### config.mk
export PLATFORM = sky130hd
export DESIGN_NAME = actor_port_fifo
export DESIGN_NICKNAME = d
export VERILOG_FILES = /design/src/rtl/actor_port_pkg.sv /design/src/rtl/actor_port_fifo_mem.sv /design/src/rtl/actor_port_fifo.sv
export SDC_FILE = /design/constraint.sdc
export NUM_CORES = 1
export LEC_CHECK = 0
export CAP_MARGIN = 20
export CORE_MARGIN = 5
export CORE_UTILIZATION = 35
export DETAILED_ROUTE_END_ITERATION = 6
export GPL_ROUTABILITY_DRIVEN = 0
export PLACE_DENSITY_LB_ADDON = 0.3
export REMOVE_ABC_BUFFERS = 1
export SLEW_MARGIN = 20
export SYNTH_ARGS = -nofsm -noshare
export SYNTH_HDL_FRONTEND = slang
export SYNTH_SLANG_ARGS = --single-unit
### constraint.sdc
create_clock -name CLK -period 3.3 [get_ports CLK]
set_input_delay 0.66 -clock CLK [delete_from_list [all_inputs] [get_ports CLK]]
set_output_delay 0.66 -clock CLK [all_outputs]
set_load 0.1 [all_outputs]
### src/rtl/actor_port_pkg.sv
// Shared constants and helpers for actor port FIFOs.
package actor_port_pkg;

    // Width of the COUNT field on actor ports.
    localparam int unsigned COUNT_W = 16;

    // Default token data width.
    localparam int unsigned TOKEN_W = 8;

    // Ceiling log2, used to derive pointer widths from queue depth.
    function automatic int unsigned clog2(input int unsigned value);
        int unsigned res;
        int unsigned rem;
        res = 0;
        rem = value - 1;
        while (rem > 0) begin
            res = res + 1;
            rem = rem >> 1;
        end
        return res;
    endfunction

endpackage

### src/rtl/actor_port_fifo_mem.sv
// Token storage: register file with synchronous write and asynchronous read.
// Kept separate so it can be swapped for distributed RAM.
module actor_port_fifo_mem #(
    parameter int unsigned WIDTH  = 8,
    parameter int unsigned DEPTH  = 16,
    parameter int unsigned ADDR_W = 4
) (
    input  logic              CLK,
    input  logic              we,
    input  logic [ADDR_W-1:0] waddr,
    input  logic [WIDTH-1:0]  wdata,
    input  logic [ADDR_W-1:0] raddr,
    output logic [WIDTH-1:0]  rdata
);

    logic [WIDTH-1:0] mem_q [DEPTH];

    // Write port; contents are intentionally not reset.
    always_ff @(posedge CLK) begin
        if (we) begin
            mem_q[waddr] <= wdata;
        end
    end

    assign rdata = mem_q[raddr];

endmodule

### src/rtl/actor_port_fifo.sv
// First-word-fall-through token queue between an actor output port and the
// next actor's input port, with a sticky protocol-error flag.
module actor_port_fifo
    import actor_port_pkg::*;
#(
    parameter int unsigned WIDTH  = TOKEN_W,
    parameter int unsigned DEPTH  = 16,
    parameter int unsigned ADDR_W = clog2(DEPTH)
) (
    input  logic               CLK,
    input  logic               RESET,
    input  logic [WIDTH-1:0]   In_DATA,
    input  logic               In_SEND,
    input  logic [COUNT_W-1:0] In_COUNT,
    output logic               In_RDY,
    output logic               In_ACK,
    output logic [WIDTH-1:0]   Out_DATA,
    output logic               Out_SEND,
    output logic [COUNT_W-1:0] Out_COUNT,
    input  logic               Out_ACK,
    output logic               ERR
);

    localparam logic [ADDR_W:0] OCC_FULL = (ADDR_W + 1)'(DEPTH);
    localparam logic [ADDR_W:0] OCC_ONE  = (ADDR_W + 1)'(1);
    localparam logic [ADDR_W-1:0] PTR_ONE = ADDR_W'(1);

    logic [ADDR_W-1:0] wr_ptr_q, rd_ptr_q;
    logic [ADDR_W:0]   occ_q, occ_d;
    logic              rdy_q;
    logic              err_q, err_d;
    logic              full, empty, push, pop;

    assign full  = (occ_q == OCC_FULL);
    assign empty = (occ_q == '0);

    // Reset gates the ack so a token is never acknowledged and then discarded.
    assign push = In_SEND & ~full & ~RESET;
    assign pop  = Out_ACK & ~empty;

    // Next-state occupancy and sticky error detection.
    always_comb begin
        occ_d = occ_q;
        unique case ({push, pop})
            2'b10:   occ_d = occ_q + OCC_ONE;
            2'b01:   occ_d = occ_q - OCC_ONE;
            default: occ_d = occ_q;
        endcase
        err_d = err_q
              | (In_SEND & full)
              | (Out_ACK & empty)
              | (In_SEND & (In_COUNT != COUNT_W'(1)));
    end

    // Pointer, occupancy, ready and error registers.
    always_ff @(posedge CLK or posedge RESET) begin
        if (RESET) begin
            wr_ptr_q <= '0;
            rd_ptr_q <= '0;
            occ_q    <= '0;
            rdy_q    <= 1'b0;
            err_q    <= 1'b0;
        end else begin
            if (push) begin
                wr_ptr_q <= wr_ptr_q + PTR_ONE;
            end
            if (pop) begin
                rd_ptr_q <= rd_ptr_q + PTR_ONE;
            end
            occ_q <= occ_d;
            rdy_q <= ~(occ_d == OCC_FULL);
            err_q <= err_d;
        end
    end

    actor_port_fifo_mem #(
        .WIDTH  (WIDTH),
        .DEPTH  (DEPTH),
        .ADDR_W (ADDR_W)
    ) u_mem (
        .CLK   (CLK),
        .we    (push),
        .waddr (wr_ptr_q),
        .wdata (In_DATA),
        .raddr (rd_ptr_q),
        .rdata (Out_DATA)
    );

    assign In_RDY    = rdy_q;
    assign In_ACK    = push;
    assign Out_SEND  = ~empty;
    assign Out_COUNT = COUNT_W'(occ_q);
    assign ERR       = err_q;

endmodule

==> key figures <==
Synthesis
  • Synth async-reset ratio: 10.49%
  • Most used DFF post-synth: edfxtp_1
  • Largest cells by area after synthesis: edfxtp_1 65%, mux4_2 15%, dfrtp_1 6.3%
  • Yosys cell types: 41
  • Post-Syn Area: 5938 um2
  • Synth cell count leaders: 128 x edfxtp_1, 40 x mux4_2, 15 x dfrtp_1
  • Synth area leader: edfxtp_1
  • Top-count cell post-synth: edfxtp_1
  • Ys Warns: 0
  • Cells after Synth: approximately 300
  • Synth Register Bits: 143
  • Post-Syn Area per Cell: 19.53 um2
  • Post-synth EDFFs: roughly 130
  • Top-area cell type share of the netlist area: 64.73%
  • Seq/Total Area, Yosys: 71.05%

Worst setup path
  • CP Max Fanout: 19
  • Crit Path Class: register to primary output
  • CP endpoint: Out_DATA[0]
  • Critical path's slowest cell: mux4_2
  • Reg2reg end: In_RDY$_DFF_PP0_
  • Cells along the critical path: buf_12, mux4_2, mux4_2, buf_12
  • Buf/Inv on CP: 2
  • Reg2reg start: occ_q[1]$_DFF_PP0_
  • CP Capture Type: primary output
  • Top delay family on crit path: multiplexers
  • Slowest Stage Delay on Critical Path: 0.54 ns
  • Critical Path Source: rd_ptr_q[0]$_DFFE_PP0P_
  • CP Depth: 4
  • FF-to-FF setup slack: 0.58 ns
  • R2r worst-path depth: 11
  • Critical path startpoint category: register
  • CP arrival: 2.44 ns
  • CP required: 2.64 ns

Floorplanning
  • Die height: 140.3 um
  • Die footprint: 19670 um2
  • Core Region: 16640 um2
  • Initial Util: 35.68%
  • Site row count: 47
  • Die Wd: 140.3 um
  • # IOs: 56

Global routing
  • First-pass GRT wire length: between 15000 and 20000 um
  • Vias in the first global route: 3200
  • Largest net degree at the start of global routing: 33
  • Antenna violations before repair: 1
  • Gr ovfl total: 0
  • Met3 Use GR: 4.090%
  • Met2 Use GR: 20.84%
  • GRT Util Overall: 13.02%
  • GRT busiest layer: met2
  • GRT met1 Usage: 16.97%

Layout
  • Post-route cell area: 7218 um2
  • Share of post-route cells with drive strength above 1: 26.74%
  • Ant diodes: 0
  • Nets: roughly 400
  • Fin util: 43.37%
  • FILL cells: 1446
  • Area Overhead vs Synth: 21.55%

STA
  • RSZ-0062 raised after global routing: false
  • Rel. slew slack: 57.27%
  • # setup viols final: 0
  • Period Utilization, post-route: 93.88%
  • Max Slew Vio Count: 0
  • Peak Freq: ~0.32 GHz
  • Fin crit period: around 3.1 ns
  • Final hold violation count: 0
  • Final setup skew: 0.01244 ns
  • Worst Max-Slew Pin Slew: between 0.6 and 0.7 ns
  • PnR worst setup slack: 0.2020 ns
  • Hold_ws: 0.5173 ns

Detailed routing
  • Routed Antenna Nets: 0
  • DR vias/cell: about 5.0
  • WL/cell: 20.40 um
  • DRT Wirelength: ~12000 um
  • # DRC: 0
  • Initial DRC count: 193
  • Via count: 2998
  • Drt first pass iters: 5

Place
  • DPL Wire Length: 7618 um
  • Place WS: around 0.37 ns
  • Port bufs: 44
  • Area after DPL: 6731 um2

Power
  • P per Cell Area: 961.2 nW/um2
  • Worst IR Drop VDD: 0.6641 mV
  • Leak: 0.002417 uW

Clock network
  • CTS tree: yes
  • Num CTS Buffers: 17
  • Worst-Skew Late Latency: between 0.4 and 0.5 ns
  • H-tree depth: 4
  • CTS max path bufs: 2
  • Clock sinks: between 100 and 150
  • Root buf cell: clkbuf_16
  • Setup Buffers After CTS: 0
  • Clk slew on worst S/H paths: 0.05 ns
  • Post-CTS sizing: 0
  • Cts hold-fix bufs: 0

Worst hold path
  • Hold Path Class: register to register

Flow run
  • # Max-Cap Violations: 0

Outcome
  • Status: completed
[power breakdown]
group	internal, uW	switching (uW)	total, uW	leakage (uW)
combinational	1200	1770	2970	0.000858
sequential	2140	239	2380	0.00132
clock	932	657	1590	0.000235
[flip-flops by register name, indices dropped and copies added, names as in the netlist]
signal and count:
rd_ptr_q 4, In_RDY 1, wr_ptr_q 4, ERR 1, u_mem.mem_q 128, occ_q 5
[cell usage in the layout (no fill, tap or decap), types with 5 or more instances in the layout]
master / n
clkdlybuf4s50_1: 27
mux4_2: 40
and2_1: 12
nor4_1: 5
nand4_1: 5
edfxtp_1: 128
buf_12: 12
buf_4: 17
inv_1: 6
nand2_1: 12
dfrtp_1: 14
conb_1: 11
xnor2_1: 8
nor2_1: 6
clkbuf_16: 17
ha_1: 7
[worst min path at each step]
stage                       startpoint                       to  slack [ns]  depth (start not counted)
2_1_floorplan  wr_ptr_q[3]$_DFFE_PP0P_  wr_ptr_q[3]$_DFFE_PP0P_        0.53                          1
3_3_place_gp             ERR$_DFF_PP0_            ERR$_DFF_PP0_        0.50                          1
3_5_place_dp             ERR$_DFF_PP0_            ERR$_DFF_PP0_        0.49                          1
4_1_cts                  ERR$_DFF_PP0_            ERR$_DFF_PP0_        0.51                          1
5_1_grt                  ERR$_DFF_PP0_            ERR$_DFF_PP0_        0.56                          1
6_report                 ERR$_DFF_PP0_            ERR$_DFF_PP0_        0.52                          1
[cells by family (layout without fill, tap and decap cells)]
kind of cell / count (synthesis) / count (layout) / synth area share (%)
DFF: 143 / 143 / 71.05
and+or+nand+nor: 55 / 55 / 5.668
muxes: 41 / 41 / 15.36
buffers and inverters: 33 / 93 / 3.161
AOI/OAI and AO/OA: 13 / 13 / 1.602
xor gates and xnor gates: 11 / 11 / 1.623
adders and majority gates: 7 / 7 / 1.475
other: 1 / 11 / 0.06315
[per-stage QoR]
| step | power, uW | cells | TNS (ns) |
|---|---|---|---|
| after floorplan | 4454 | 288 | -1.519 |
| after global placement | 5414 | 564 | 0 |
| after detailed placement | 5424 | 564 | 0 |
| after CTS | 7015 | 594 | 0 |
| after global routing | 7237 | 594 | 0 |
| final | 6938 | 594 | 0 |
[per-layer routing]
metal,share of wire [%],vias to the layer above
met3,5.0,14
met4,1.1,2
met1,44,1565
met5,0.11,-
met2,50,89
li1,-,1328
[area by class of cell]
type                    count  area (um2)  area share (%)
clock inverters            10       50.05          0.6934
flip-flops and latches    143        4220           58.47
clock buffers              20       436.7           6.050
inverters                   7       28.78          0.3987
repair buffers             56       638.1           8.840
well taps                 220       275.3           3.813
multi-input cells         138        1569           21.74
(Power assumes the default switching activity.)
==> variant 1, RTL diff (same flow settings) <==
Make the reset (`RESET`) synchronous in one clocked block. Comments in the files are not updated.
--- a/src/rtl/actor_port_fifo.sv
+++ b/src/rtl/actor_port_fifo.sv
@@ -55,3 +55,3 @@
     // Pointer, occupancy, ready and error registers.
-    always_ff @(posedge CLK or posedge RESET) begin
+    always_ff @(posedge CLK) begin
         if (RESET) begin
Formal check against the unedited RTL: differs if RESET is asserted again (counterexample within 4 cycles, from zero or initial values and one cycle with RESET high); with RESET held inactive, the same outputs for 10 cycles.
==> variant 1 against the original RTL <==
Wire length is 0.22% higher. Core utilization increased by 0.11 points. Final area is 3.1% higher. Non-clock buffer count is 16 higher. Worst setup slack better by 0.16 ns. Power decreased by 18%. Synthesized area is 1.6% higher. Sequential cell count grew 4. Critical endpoint is now Out_DATA[7]. Largest cell class unchanged. Highest routed layer is now met4.
==> variant 1: results (changes against the original RTL) <==
- Synth cell types: 46 (+12%)
- DRT Pass-1 Iters: 6 (+1)
- # placed instances: 613 (+8.7%)
- Comb. pwr: 1.81 mW (-39%)
- Peak VDD IR: 0.8733 mV (+31%)
- Slowest cell on crit path: mux4_2
- Outcome: completed
- CP arrival: 2.28 ns (-0.16 ns)
- DP HPWL: 7901 µm (+3.7%)
- Wire per inst: 18.92 µm (-7.3%)
- Vias in the first global route: 3381 (+5.7%)
- Cells after Synth: 334 (+9.9%)
- Via count of the routed design: 3210 (+7.1%)
- Clock group power: 1.70 mW (+7%)
- Critical Path Fanout Max: 32 (+13)
- Final net count: 442 (+11%)
- First-pass GRT wire length: 19170 µm (+2.6%)
- Slew HR: 51.37% (-5.9 points)
- 1st-iter DRT viols: 201 (+4.1%)
- Initial antenna violation count: 0 (-1)
- Ranking of synthesized cells by area: edfxtp_1 64%, mux4_2 15%, dfxtp_1 6.3%, nor2_1 2.2%, buf_4 1.5%
- Synth top cells by count: 128 x edfxtp_1, 40 x mux4_2, 35 x nor2_1
- Gr usage total: 13.08% (+0.062 points)
- Root buffer cell: clkbuf_16
- Layout cells sized above 1: 29.26% (+2.5 points)
- Sequential area share after synthesis: 70.03% (-1.0 points)
- Clock skew: 0.006616 ns (-0.005825 ns)
- Fillers: 1502 (+3.9%)
- Post-Route WL: 12150 µm (+0.22%)
- Cell internal pwr: 3.754 mW (-12%)
- Pin count of the biggest net entering global routing: 33 (unchanged)
- Post-synth ARST share: 0% (-10 points)
- Min-delay worst type: register to register
- Largest regs: u_mem.mem_q (128), occ_q (5)
- Leakage dissipation: 2.489 nW (+3.0%)
- Port bufs: 44 (unchanged)
variant 1: layer usage:
metal  GRT usage, %  vias up  routed length [µm]
met5              0        -                   0
met4          4.997        0                 277
met1          16.70     1631                5176
met2          21.19      114                6061
li1               -     1448                   -
met3          3.842       17                 631
variant 1: logic make-up (layout without fill, tap and decap cells):
kind of cell | count (synthesis) | after routing | share of synthesized area (%)
AOI/OAI and AO/OA | 23 | 23 | 3.215
xor gates and xnor gates | 9 | 9 | 1.307
adders and majority gates | 7 | 7 | 1.452
buffers and inverters | 35 | 108 | 3.174
DFF | 147 | 147 | 70.03
muxes | 42 | 42 | 15.27
other | 1 | 11 | 0.06217
and+or+nand+nor | 70 | 70 | 5.497
variant 1: per-stage QoR:
step | utilization [%] | total power [mW] | TNS (ns) | area [µm²] | setup slack (ns)
after floorplan | - | 3.541 | -125.49 | 5907 | -1.156
after global placement | 40.45 | 4.016 | 0 | 6923 | 0.3239
after detailed placement | 40.45 | 4.032 | 0 | 6923 | 0.3083
after global routing | 43.49 | 5.945 | 0 | 7443 | 0.2700
final | 43.49 | 5.680 | 0 | 7443 | 0.3583
after CTS | 43.49 | 5.744 | 0 | 7443 | 0.3100
variant 1: final timing paths:
path / start / endpoint / slack [ns] / depth (start not counted)
worst max-delay path: register / Out_DATA[7] / 0.36 / 4
worst min-delay path: rd_ptr_q[1] / rd_ptr_q[1] / 0.51 / 2
worst min register to register: rd_ptr_q[1] / rd_ptr_q[1] / 0.51 / 2
worst max register to register: occ_q[0] / In_RDY / 0.52 / 9
variant 1: final cells by class:
class	count	area, µm²	area share (%)
inverters	7	28.78	0.3866
well taps	225	281.5	3.782
flip-flops and latches	147	4225	56.77
clock inverters	11	91.34	1.227
clock buffers	18	429.2	5.766
multi-input cells	162	1654	22.22
repair buffers	72	733.2	9.850
==> variant 2, RTL diff (same settings) <==
Made on the original files. Set the package constant `TOKEN_W` to 10 (it was 8).
--- a/src/rtl/actor_port_pkg.sv
+++ b/src/rtl/actor_port_pkg.sv
@@ -7,3 +7,3 @@
     // Default token data width.
-    localparam int unsigned TOKEN_W = 8;
+    localparam int unsigned TOKEN_W = 10;
 
Interface: changed (resized In_DATA and Out_DATA); port bits go from 56 to 60. The function was not compared with the original's and may differ.
==> variant 2 against the original RTL <==
Combinational power is 20% higher. Wire length is 20% higher. Worst setup slack worse by 0.073 ns. Register-to-register slack worse by 0.04 ns. Final cell count is 19% higher. Sequential share of layout area is 0.90 points higher. Synthesized area is 20% higher. Final area is 21% higher. Sequential cell count is 32 higher. Clock skew is 0.0026 ns higher. Power is 20% higher. Critical path type unchanged. Critical endpoint is now Out_DATA[2].
==> variant 2: results (changes against the original RTL) <==
- Outcome: completed
- Via count of the routed design: 3501 (+17%)
- Port bufs: 48 (+9.1%)
- Synth-to-Final Area Change: 22.38%
- Dpl ws: 0.4031 ns (+0.03338 ns)
- Worst R2R Path Depth: 9 (-2)
- Leakage dissipation: 2.920 nW (+21%)
- DP HPWL: 9467 µm (+24%)
- Vias in the first global route: 3854 (+20%)
- Non-clock buffer area fraction after layout: 9.288% (+0.45 points)
- Sequential area share after synthesis: 72.62% (+1.6 points)
- Fraction of area in multi-input gates: 20.55% (-1.2 points)
- Clock skew: 0.01504 ns (+0.002605 ns)
- First-pass GRT wire length: 22730 µm (+22%)
- Worst setup endpoint: Out_DATA[2]
- Gr usage total: 13.06% (+0.042 points)
- Fillers: 1771 (+22%)
- Post-synthesis compound-gate area fraction: 1.333% (-0.27 points)
- Flop2flop setup slack: 0.54 ns (-0.04 ns)
- Placed Area: 8154 µm² (+21%)
- Synth top cells by count: 160 x edfxtp_1, 50 x mux4_2, 15 x dfrtp_1
- Adder-Cell Fraction of Synth Area: 1.228% (-0.25 points)
- Non-clock buffer total of the final layout: 75 (+34%)
- Final net count: 461 (+16%)
- Power Density: 953.7 nW/µm² (-0.78%)
- Peak VDD IR: 0.8228 mV (+24%)
- Clk cell area share: 6.593% (-0.15 points)
- Largest regs: u_mem.mem_q (160), occ_q (5)
- Final Cycle Share: 96.08% (+2.2 points)
- Multi-In Gates: 148 (+7.2%)
- Post-synth EDFFs: 160 (+25%)
- DRT Pass-1 Iters: 4 (-1)
- Ranking of synthesized cells by area: edfxtp_1 67%, mux4_2 16%, dfrtp_1 5.3%, ha_1 1.2%, buf_4 1.2%
- Initial antenna violation count: 0 (-1)
- Slew HR: 49.64% (-7.6 points)
- Mean Syn Cell Area: 20.50 µm² (+4.9%)
- Critical Path Fanout Max: 11 (-8)
- CP arrival: 2.51 ns (+0.07 ns)
variant 2: changes by cell type after synthesis:
| cell | unedited run | this run |
|---|---|---|
| edfxtp_1 | 128 | 160 |
| mux4_2 | 40 | 50 |
| clkbuf_1 | 7 | 9 |
| buf_1 | 2 | 1 |
| buf_2 | 4 | 5 |
variant 2: per-layer routing:
metal	wire (µm)	GRT usage, %	vias up
met5	0	0	-
li1	-	-	1553
met2	7371	21.16	84
met3	598	3.522	6
met1	6472	17.23	1858
met4	100	4.328	0
variant 2: where the power goes:
part	internal, mW	switching, mW	total, mW
combinational	1.44	2.11	3.55
clock	1.00	0.918	1.92
sequential	2.61	0.243	2.85
variant 2: worst min-delay path by stage:
stage / startpoint / end / slack, ns / depth (start not counted)
floorplan: wr_ptr_q[3] / wr_ptr_q[3] / 0.53 / 1
global placement: ERR / ERR / 0.48 / 1
detailed placement: ERR / ERR / 0.47 / 1
CTS: ERR / ERR / 0.50 / 1
global route: ERR / ERR / 0.52 / 1
finish: ERR / ERR / 0.50 / 1
